[src/rtl/bmd_tx_arbiter_if.sv]
`default_nettype none
// ============================================================================
//  Module      : bmd_tx_arbiter_if
//  Description : Handshake bundle between the TX arbiter, its two requesters
//                (RX completion path and initiator MWr path) and the TX
//                engine's start/done interface.
//                  init_rst_i      synchronous abort of current arbitration
//                  cpl_req_i/cpl_done_o   completion request level / done pulse
//                  mwr_req_i/mwr_done_o   MWr request level / done pulse
//                  tx_cpl_start_o/tx_mwr_start_o  TX build-start pulses
//                  tx_done_i       TX engine finished the current TLP
//                  grant_o         one-hot owner, [0]=cpl, [1]=mwr
//                  timeout_o       watchdog expiry pulse
//                modport master : arbiter side
//                modport slave  : requesters / TX engine side
//  Revision    : 1.0 - initial release
// ============================================================================
interface bmd_tx_arbiter_if;
    logic       init_rst_i;
    logic       cpl_req_i;
    logic       cpl_done_o;
    logic       mwr_req_i;
    logic       mwr_done_o;
    logic       tx_cpl_start_o;
    logic       tx_mwr_start_o;
    logic       tx_done_i;
    logic [1:0] grant_o;
    logic       timeout_o;

    modport master (
        input  init_rst_i,
        input  cpl_req_i,
        input  mwr_req_i,
        input  tx_done_i,
        output cpl_done_o,
        output mwr_done_o,
        output tx_cpl_start_o,
        output tx_mwr_start_o,
        output grant_o,
        output timeout_o
    );

    modport slave (
        output init_rst_i,
        output cpl_req_i,
        output mwr_req_i,
        output tx_done_i,
        input  cpl_done_o,
        input  mwr_done_o,
        input  tx_cpl_start_o,
        input  tx_mwr_start_o,
        input  grant_o,
        input  timeout_o
    );
endinterface
`default_nettype wire

[src/rtl/bmd_tx_arbiter.sv]
`default_nettype none
// ============================================================================
//  Module      : bmd_tx_arbiter
//  Description : Arbitrates the single 64-bit TX engine between target
//                completions (RX engine) and initiator MemWr32 TLPs. One TLP
//                in flight, completions win ties for at most MAX_CPL_BURST
//                consecutive grants while an MWr waits, and a watchdog forces
//                release of a grant if the TX engine never reports done.
//  Ports       : clk    - clock
//                rst_n  - synchronous active-low reset
//                bus    - bmd_tx_arbiter_if.master handshake bundle
//  Parameters  : MAX_CPL_BURST (1..15), TIMEOUT (1..65535)
//  Revision    : 1.0 - initial release
// ============================================================================
module bmd_tx_arbiter #(
    parameter int unsigned MAX_CPL_BURST = 4,
    parameter int unsigned TIMEOUT       = 255
) (
    input  wire logic               clk,
    input  wire logic               rst_n,
    bmd_tx_arbiter_if.master        bus
);

    localparam logic [3:0]  c_max_burst = 4'(MAX_CPL_BURST);
    // Watchdog counter value on the edge at which a stalled grant is released.
    localparam logic [15:0] c_wd_last   = 16'(TIMEOUT - 1);

    typedef enum logic [1:0] {
        ST_IDLE    = 2'd0,
        ST_GNT_CPL = 2'd1,
        ST_GNT_MWR = 2'd2,
        ST_HOLDOFF = 2'd3
    } state_t;

    state_t      r_state,        w_state_nxt;
    logic [3:0]  r_cpl_streak,   w_cpl_streak_nxt;
    logic [15:0] r_wd_cnt,       w_wd_cnt_nxt;

    logic        r_cpl_done,     w_cpl_done_nxt;
    logic        r_mwr_done,     w_mwr_done_nxt;
    logic        r_cpl_start,    w_cpl_start_nxt;
    logic        r_mwr_start,    w_mwr_start_nxt;
    logic [1:0]  r_grant,        w_grant_nxt;
    logic        r_timeout,      w_timeout_nxt;

    // ------------------------------------------------------------------
    // Next-state / next-output logic. Every output is registered, so the
    // *_nxt values here describe what is visible in the following cycle.
    // ------------------------------------------------------------------
    always_comb begin
        w_state_nxt      = r_state;
        w_cpl_streak_nxt = r_cpl_streak;
        w_wd_cnt_nxt     = r_wd_cnt;
        w_cpl_done_nxt   = 1'b0;
        w_mwr_done_nxt   = 1'b0;
        w_cpl_start_nxt  = 1'b0;
        w_mwr_start_nxt  = 1'b0;
        w_grant_nxt      = 2'b00;
        w_timeout_nxt    = 1'b0;

        if (bus.init_rst_i) begin
            // Abort wins over tx_done_i and watchdog expiry: no done pulse
            // is issued for the grant being dropped.
            w_state_nxt      = ST_IDLE;
            w_cpl_streak_nxt = 4'd0;
            w_wd_cnt_nxt     = 16'd0;
        end else begin
            case (r_state)
                ST_IDLE: begin
                    if (bus.cpl_req_i &&
                        (!bus.mwr_req_i || (r_cpl_streak != c_max_burst))) begin
                        w_state_nxt     = ST_GNT_CPL;
                        w_cpl_start_nxt = 1'b1;
                        w_grant_nxt     = 2'b01;
                        w_wd_cnt_nxt    = 16'd0;
                        // Only grants that make a waiting MWr wait longer
                        // count toward the burst limit.
                        if (!bus.mwr_req_i) begin
                            w_cpl_streak_nxt = 4'd0;
                        end else if (r_cpl_streak != c_max_burst) begin
                            w_cpl_streak_nxt = r_cpl_streak + 4'd1;
                        end
                    end else if (bus.mwr_req_i) begin
                        w_state_nxt      = ST_GNT_MWR;
                        w_mwr_start_nxt  = 1'b1;
                        w_grant_nxt      = 2'b10;
                        w_wd_cnt_nxt     = 16'd0;
                        w_cpl_streak_nxt = 4'd0;
                    end else begin
                        w_cpl_streak_nxt = 4'd0;
                    end
                end

                ST_GNT_CPL: begin
                    w_grant_nxt  = 2'b01;
                    w_wd_cnt_nxt = r_wd_cnt + 16'd1;
                    if (bus.tx_done_i) begin
                        w_state_nxt    = ST_HOLDOFF;
                        w_cpl_done_nxt = 1'b1;
                        w_grant_nxt    = 2'b00;
                    end else if (r_wd_cnt == c_wd_last) begin
                        w_state_nxt    = ST_HOLDOFF;
                        w_cpl_done_nxt = 1'b1;
                        w_timeout_nxt  = 1'b1;
                        w_grant_nxt    = 2'b00;
                    end
                end

                ST_GNT_MWR: begin
                    w_grant_nxt  = 2'b10;
                    w_wd_cnt_nxt = r_wd_cnt + 16'd1;
                    if (bus.tx_done_i) begin
                        w_state_nxt    = ST_HOLDOFF;
                        w_mwr_done_nxt = 1'b1;
                        w_grant_nxt    = 2'b00;
                    end else if (r_wd_cnt == c_wd_last) begin
                        w_state_nxt    = ST_HOLDOFF;
                        w_mwr_done_nxt = 1'b1;
                        w_timeout_nxt  = 1'b1;
                        w_grant_nxt    = 2'b00;
                    end
                end

                // A requester may keep its level high for one cycle after
                // its done pulse; skipping request sampling here keeps that
                // stale level from being re-granted.
                ST_HOLDOFF: begin
                    w_state_nxt = ST_IDLE;
                end

                default: begin
                    w_state_nxt = ST_IDLE;
                end
            endcase
        end
    end

    always_ff @(posedge clk) begin
        if (!rst_n) begin
            r_state      <= ST_IDLE;
            r_cpl_streak <= 4'd0;
            r_wd_cnt     <= 16'd0;
            r_cpl_done   <= 1'b0;
            r_mwr_done   <= 1'b0;
            r_cpl_start  <= 1'b0;
            r_mwr_start  <= 1'b0;
            r_grant      <= 2'b00;
            r_timeout    <= 1'b0;
        end else begin
            r_state      <= w_state_nxt;
            r_cpl_streak <= w_cpl_streak_nxt;
            r_wd_cnt     <= w_wd_cnt_nxt;
            r_cpl_done   <= w_cpl_done_nxt;
            r_mwr_done   <= w_mwr_done_nxt;
            r_cpl_start  <= w_cpl_start_nxt;
            r_mwr_start  <= w_mwr_start_nxt;
            r_grant      <= w_grant_nxt;
            r_timeout    <= w_timeout_nxt;
        end
    end

    assign bus.cpl_done_o     = r_cpl_done;
    assign bus.mwr_done_o     = r_mwr_done;
    assign bus.tx_cpl_start_o = r_cpl_start;
    assign bus.tx_mwr_start_o = r_mwr_start;
    assign bus.grant_o        = r_grant;
    assign bus.timeout_o      = r_timeout;

endmodule
`default_nettype wire

[src/flat_wrapper.sv]
// flat-port wrapper written by rule: the top's interface ports become plain ports
module bmd_tx_arbiter_flat 
#(
    parameter int unsigned MAX_CPL_BURST = 4,
    parameter int unsigned TIMEOUT       = 255
)
  (clk, rst_n, bus_init_rst_i, bus_cpl_req_i, bus_mwr_req_i, bus_tx_done_i, bus_cpl_done_o, bus_mwr_done_o, bus_tx_cpl_start_o, bus_tx_mwr_start_o, bus_grant_o, bus_timeout_o);
  bmd_tx_arbiter_if bus_i ();
  input  wire logic clk;
  input  wire logic rst_n;
  input wire logic [$bits(bus_i.init_rst_i)-1:0] bus_init_rst_i;
  input wire logic [$bits(bus_i.cpl_req_i)-1:0] bus_cpl_req_i;
  input wire logic [$bits(bus_i.mwr_req_i)-1:0] bus_mwr_req_i;
  input wire logic [$bits(bus_i.tx_done_i)-1:0] bus_tx_done_i;
  output wire logic [$bits(bus_i.cpl_done_o)-1:0] bus_cpl_done_o;
  output wire logic [$bits(bus_i.mwr_done_o)-1:0] bus_mwr_done_o;
  output wire logic [$bits(bus_i.tx_cpl_start_o)-1:0] bus_tx_cpl_start_o;
  output wire logic [$bits(bus_i.tx_mwr_start_o)-1:0] bus_tx_mwr_start_o;
  output wire logic [$bits(bus_i.grant_o)-1:0] bus_grant_o;
  output wire logic [$bits(bus_i.timeout_o)-1:0] bus_timeout_o;
  assign bus_i.init_rst_i = bus_init_rst_i;
  assign bus_i.cpl_req_i = bus_cpl_req_i;
  assign bus_i.mwr_req_i = bus_mwr_req_i;
  assign bus_i.tx_done_i = bus_tx_done_i;
  assign bus_cpl_done_o = bus_i.cpl_done_o;
  assign bus_mwr_done_o = bus_i.mwr_done_o;
  assign bus_tx_cpl_start_o = bus_i.tx_cpl_start_o;
  assign bus_tx_mwr_start_o = bus_i.tx_mwr_start_o;
  assign bus_grant_o = bus_i.grant_o;
  assign bus_timeout_o = bus_i.timeout_o;
  bmd_tx_arbiter #(.MAX_CPL_BURST(MAX_CPL_BURST), .TIMEOUT(TIMEOUT)) u_core (.clk(clk), .rst_n(rst_n), .bus(bus_i));
endmodule
[config.mk]
export PLATFORM = sky130hd
export DESIGN_NAME = bmd_tx_arbiter_flat
export DESIGN_NICKNAME = d
export VERILOG_FILES = /design/src/rtl/bmd_tx_arbiter_if.sv /design/src/rtl/bmd_tx_arbiter.sv /design/src/flat_wrapper.sv
export SDC_FILE = /design/constraint.sdc
export NUM_CORES = 1
export LEC_CHECK = 0
export ABC_AREA = 1
export CAP_MARGIN = 25
export CORE_MARGIN = 2
export CORE_UTILIZATION = 24
export CTS_CLUSTER_SIZE = 24
export DETAILED_ROUTE_END_ITERATION = 12
export MAX_ROUTING_LAYER = met4
export PLACE_DENSITY = 0.44
export SYNTH_ARGS = -nofsm -noshare
export SYNTH_HDL_FRONTEND = slang
export SYNTH_SLANG_ARGS = --single-unit
[constraint.sdc]
create_clock -name clk -period 1.9 [get_ports clk]
set_input_delay 0.19 -clock clk [delete_from_list [all_inputs] [get_ports clk]]
set_output_delay 0.19 -clock clk [all_outputs]
set_load 0.05 [all_outputs]
# [Yosys cells after proc, flatten, opt, wreduce, memory -nomap -nowiden]
# Index checks and enable logic that the tools add are counted.
[word_totals] mem_bits_ro=0 out_inout_bits=7 elab_cells=61 ramBits=0 memories=0 latchBits=0 ff_bits=29
[op_classes] order_cmp=0 n_bitwise=5 mux=22 eq_ne=8 n_div=0 shift=0 multipliers=0 n_addsub=2 reduce_logical=15
[ops] operator="two-way mux 16 bit" count=2
[ops] operator="one-hot mux 16 bit (2 select lines)" count=1
[ops] operator="two-way mux 2 bit" count=9
[ops] operator="adder 16 x 1 -> 16 bit (second input constant)" count=1
[ops] operator="== test 16 x 8 -> 1 bit (second input constant)" count=1
[ops] operator="two-way mux 4 bit" count=3
[ops] operator="one-hot mux 2 bit (3 select lines)" count=2
[ops] operator="OR reduction 3 bit" count=3
[ops] operator="OR reduction 4 bit" count=2
[ops] operator="inequality test 3 x 2 -> 1 bit (second input constant)" count=2
[ops] operator="AND reduction 2 bit" count=3
[ops] operator="two-way mux 1 bit" count=5
[ops] operator="inverter 1 bit" count=5
[ops] operator="adder 4 x 1 -> 4 bit (second input constant)" count=1
[ops] operator="== test 2 bit (second input constant)" count=2
[ops] operator="inequality test 4 x 3 -> 1 bit (second input constant)" count=1
[ops] operator="OR reduction 2 bit" count=2
[ops] operator="inequality test 3 x 1 -> 1 bit (second input constant)" count=1
[ops] operator="== test 2 x 1 -> 1 bit (second input constant)" count=1
[ops] operator="zero test 2 bit" count=1
[ops] operator="nonzero test 2 bit" count=1
[ops] operator="logical AND 1 bit" count=1
[ops] operator="zero test 1 bit" count=1
[ops] operator="logical OR 1 bit" count=1

# [Depth between registers and ports, before layout]
[logic_depth] depth_word=5 ltp_mapped=11

# [Least setup slack after synthesis]
# No wires, ideal clock.
[synth_timing] path_type="register -> register" start="reg u_core.r_state[0]" end="reg u_core.r_wd_cnt[5]" n_path_buf=0 t_arrival_ns=1.225 path_slack_ns=0.561 path_stages_with_launch=9 required_ns=1.786 setup_ns=0.114 cell_sequence="dfxtp_1 inv_1 ha_1 inv_1 nor2_2 inv_2 o21ai_2 o21bai_1 inv_1"
[synth_via] elab_chain_cells=4
[synth_rtl] element="start: declaration" line_no="bmd_tx_arbiter.sv:35" source="state_t r_state, w_state_nxt;"
[synth_rtl] element="start signal: assignment" line_no="bmd_tx_arbiter.sv:150" source="r_state <= w_state_nxt;"
[synth_rtl] element="== test 2 x 1 -> 1 bit / == test 2 bit (equally long branches)" line_no="bmd_tx_arbiter.sv:68" source="case (r_state)"
[synth_rtl] element="OR reduction 2 bit (no line)"
[synth_rtl] element="nonzero test 2 bit (no line)"
[synth_rtl] element="AND reduction 2 bit (no line)"
[synth_rtl] element="end signal: assignment" line_no="bmd_tx_arbiter.sv:152" source="r_wd_cnt <= w_wd_cnt_nxt;"
[synth_rtl] element="end: declaration" line_no="bmd_tx_arbiter.sv:37" source="logic [15:0] r_wd_cnt, w_wd_cnt_nxt;"
# Several ways; a longest one is shown, not always the timed one.
# A chain may end at the register's enable or synchronous reset.

# [Worst setup path in the final report]
[layout_timing] start="reg u_core.r_state[0]" end="reg u_core.r_wd_cnt[11]"
# Same word-level chain as after synthesis.

==> flow_summary.yaml <==
layout:
  fillers: 734
  layout-drive-gt1-share_pct: 11.20
  most-common-layout-cells: "53 x nand2_1, 37 x nor2_1, 31 x inv_1"
  postLayoutCoreUtil_pct: 28.98
  area_growth_pct: 18.42
  final_common_cell: "nand2_1"
  diodes: 0
  nets: 274
floorplan:
  ios: 13
  die_w_um: 86.77
  die-height_um: 86.77
  rows: 30
  initial_utilization_pct: 24.47
  core_sq_um: 6719
  dieArea_sq_um: 7528
worst_hold_path:
  min_delay_worst_endpoint: "u_core.r_cpl_streak[1]"
  holdCritPathClass: "register to register"
  hp-start: "u_core.r_cpl_streak[1]"
  min_path_cells: 2
clocking:
  post_cts.repair.setup_buffers: 0
  cts_tree: "built"
  clock-sinks: 29
  numCtsBuffers: 5
  cts_hold_buf: 0
  cts.repair.resized: 0
  cts-root-buf: "clkbuf_8"
  clkSlewWorstSetupHoldPaths_ns: 0.07
  h-tree-depth: 2
  max-clock-path-buffers: 2
  clock_latency_ns: 0.28
synth:
  yosysUniqueCellTypes: 27
  ys_ff_latch: 29
  syn_inst: 241
  synthesis.area_sq_um: 1644
  ys_seq_area_share_pct: 35.31
  yosys_most_used_dff: "dfxtp_1"
  avgSynthCellArea_sq_um: 6.822
  yosysTopAreaCell: "dfxtp_1"
  synthArstFlopShare_pct: 0
  yosys_warnings: 0
  synth.top_cell.area_share_pct: 35.31
  synth_top_cells_by_area: "dfxtp_1 35%, nand2_1 12%, nor2_1 8.4%"
  synth-edff-count: 0
  syn-num-nets: 256
timing:
  fin_crit_sh_pct: 89.79
  maxSlewViolCount: 0
  fin_tns_setup_ns: 0
  finalHoldViolCount: 0
  fin_worst_skew_ns: 0.005462
  tightest_slew_ns: 0.4940
  min_period_ns: 1.706
  fmax_mhz: 586.2
  setup_viol: 0
  rsz0062_at_grt: "no"
  relSlewSlack_pct: 66.96
worst_setup_path:
  setup.worst_path.class: "register to register"
  crit_fanout: 13
  cp_cell_sequence: "inv_1, ha_1, nand3b_4, nand2_2, nand2_1, inv_1, a21oi_1, nor2_1"
  arrival_ns: 1.88
  r2r-start: "u_core.r_state[0]"
  cp_common_cell: "inv_1"
  critPathMaxStageDelay_ns: 0.39
  r2r_cells: 8
  timing.rr.end: "u_core.r_wd_cnt[11]"
  critPathRequiredTime_ns: 2.07
  crit_slowest_cell: "dfxtp_1"
  startpoint_type: "register"
  crit_path_end_kind: "register"
  rrSetupSlack_ns: 0.19
global_routing:
  grt_overflow: 0
  grt_max_degree: 14
  track_usage_pct: 11.91
  antenna_found_initial: 0
  grt_pass1_vias: 1486
  grt_pass1_wl_um: 6789
route:
  wirelength_um: 3886
  first_pass_iters: 4
  drt_iter0_drc: 61
  vias_per_cell: 4.525
  drtAntennaViolNets: 0
  vias: 1534
  drcViolationCount: 0
  post_drt_wl_per_cell_um: 11.46
placed_design:
  port-buffer-count: 12
  gp_congestion: 0.8378
  hpwl_um: 3009
power_and_ir_drop:
  leakagePower_nw: 0.7973
  pwr_density_cell_nw_per_um2: 672.5
  vdd_drop_max_uv: 340.4
run_status:
  status: "finished, final reports clean"
flow_run:
  maxCapViolCount: 0
## Yosys cell counts (all sizes together) (2+ instances only)
cell and number:
nand2 56, nor2 45, inv 36, dfxtp 29
nand3 21, a21oi 19, ha 9, o21ai 7
nand4 5, nor3 2, o21bai 2, o22ai 2
xor2 2
## through the flow
stage | setup WS (ns) | cell area, sq um | hold slack, ns | power [W] | cells
CTS | 0.1838 | 1947 | 0.5166 | 0.001329 | 339
finish | 0.1940 | 1947 | 0.5160 | 0.001309 | 339
global placement | 0.1714 | 1861 | 0.4945 | 0.0008088 | 332
global route | 0.01229 | 1947 | 0.5483 | 0.001377 | 339
detailed placement | 0.1507 | 1861 | 0.5064 | 0.0008070 | 332
floorplan | 0.5614 | 1644 | 0.2693 | 0.0007562 | 241
## worst max-delay path: cells and delay by family, from the launching register on
kind                       cells  cell delay, ns
adders and majority gates      1            0.27
and+or+nand+nor                4            0.57
buffers and inverters          2            0.23
AOI/OAI and AO/OA              1            0.14
DFF                            1            0.39
## kinds of logic after synthesis
family	share of synthesized area [%]
buf+inv	8.904
compound gates	10.96
simple gates	36.38
flops	35.31
xor+xnor	1.598
fa+ha+maj	6.849
## how the worst max path moves through the flow
stage	end	startpoint	slack [ns]	cells after the start
after CTS	u_core.r_wd_cnt[11]	u_core.r_state[0]	0.18	8
final	u_core.r_wd_cnt[11]	u_core.r_state[0]	0.19	8
after global placement	u_core.r_wd_cnt[11]	bus_mwr_req_i	0.17	7
after floorplan	u_core.r_wd_cnt[5]	u_core.r_state[0]	0.56	8
after detailed placement	u_core.r_wd_cnt[11]	bus_mwr_req_i	0.15	7
after global routing	u_core.r_wd_cnt[11]	u_core.r_state[1]	0.01	8
## sequential cells by signal (all words and copies together), names as in the netlist
register and count:
u_core.bus.cpl_done_o 1, u_core.bus.grant_o 2, u_core.bus.mwr_done_o 1, u_core.bus.timeout_o 1, u_core.bus.tx_cpl_start_o 1, u_core.bus.tx_mwr_start_o 1
u_core.r_cpl_streak 4, u_core.r_state 2, u_core.r_wd_cnt 16
## power by group
| part | switching [W] | leakage, nW | internal, W |
|---|---|---|---|
| clock | 0.000230 | 0.0443 | 0.000287 |
| combinational | 0.000111 | 0.519 | 0.0000566 |
| sequential | 0.00000730 | 0.234 | 0.000618 |
| total | 0.000348 | 0.797 | 0.000962 |
## layer usage
layer / vias to the layer above / share of wire (%) / GRT usage [%]
met3: 9 / 3.8 / 2.667
met4: 0 / 2.2 / 5.682
met2: 35 / 46 / 18.74
li1: 799 / - / -
met5: - / 0 / -
met1: 691 / 48 / 14.43
## final cells by class
class / count / area [sq um] / area share [%]
repair buffers: 13 / 127.6 / 6.555
flip-flops and latches: 29 / 580.6 / 29.82
well taps: 80 / 100.1 / 5.141
multi-input cells: 174 / 917.1 / 47.11
clock buffers: 7 / 86.33 / 4.434
inverters: 36 / 135.1 / 6.941
Power figures use the tool's default switching activity.
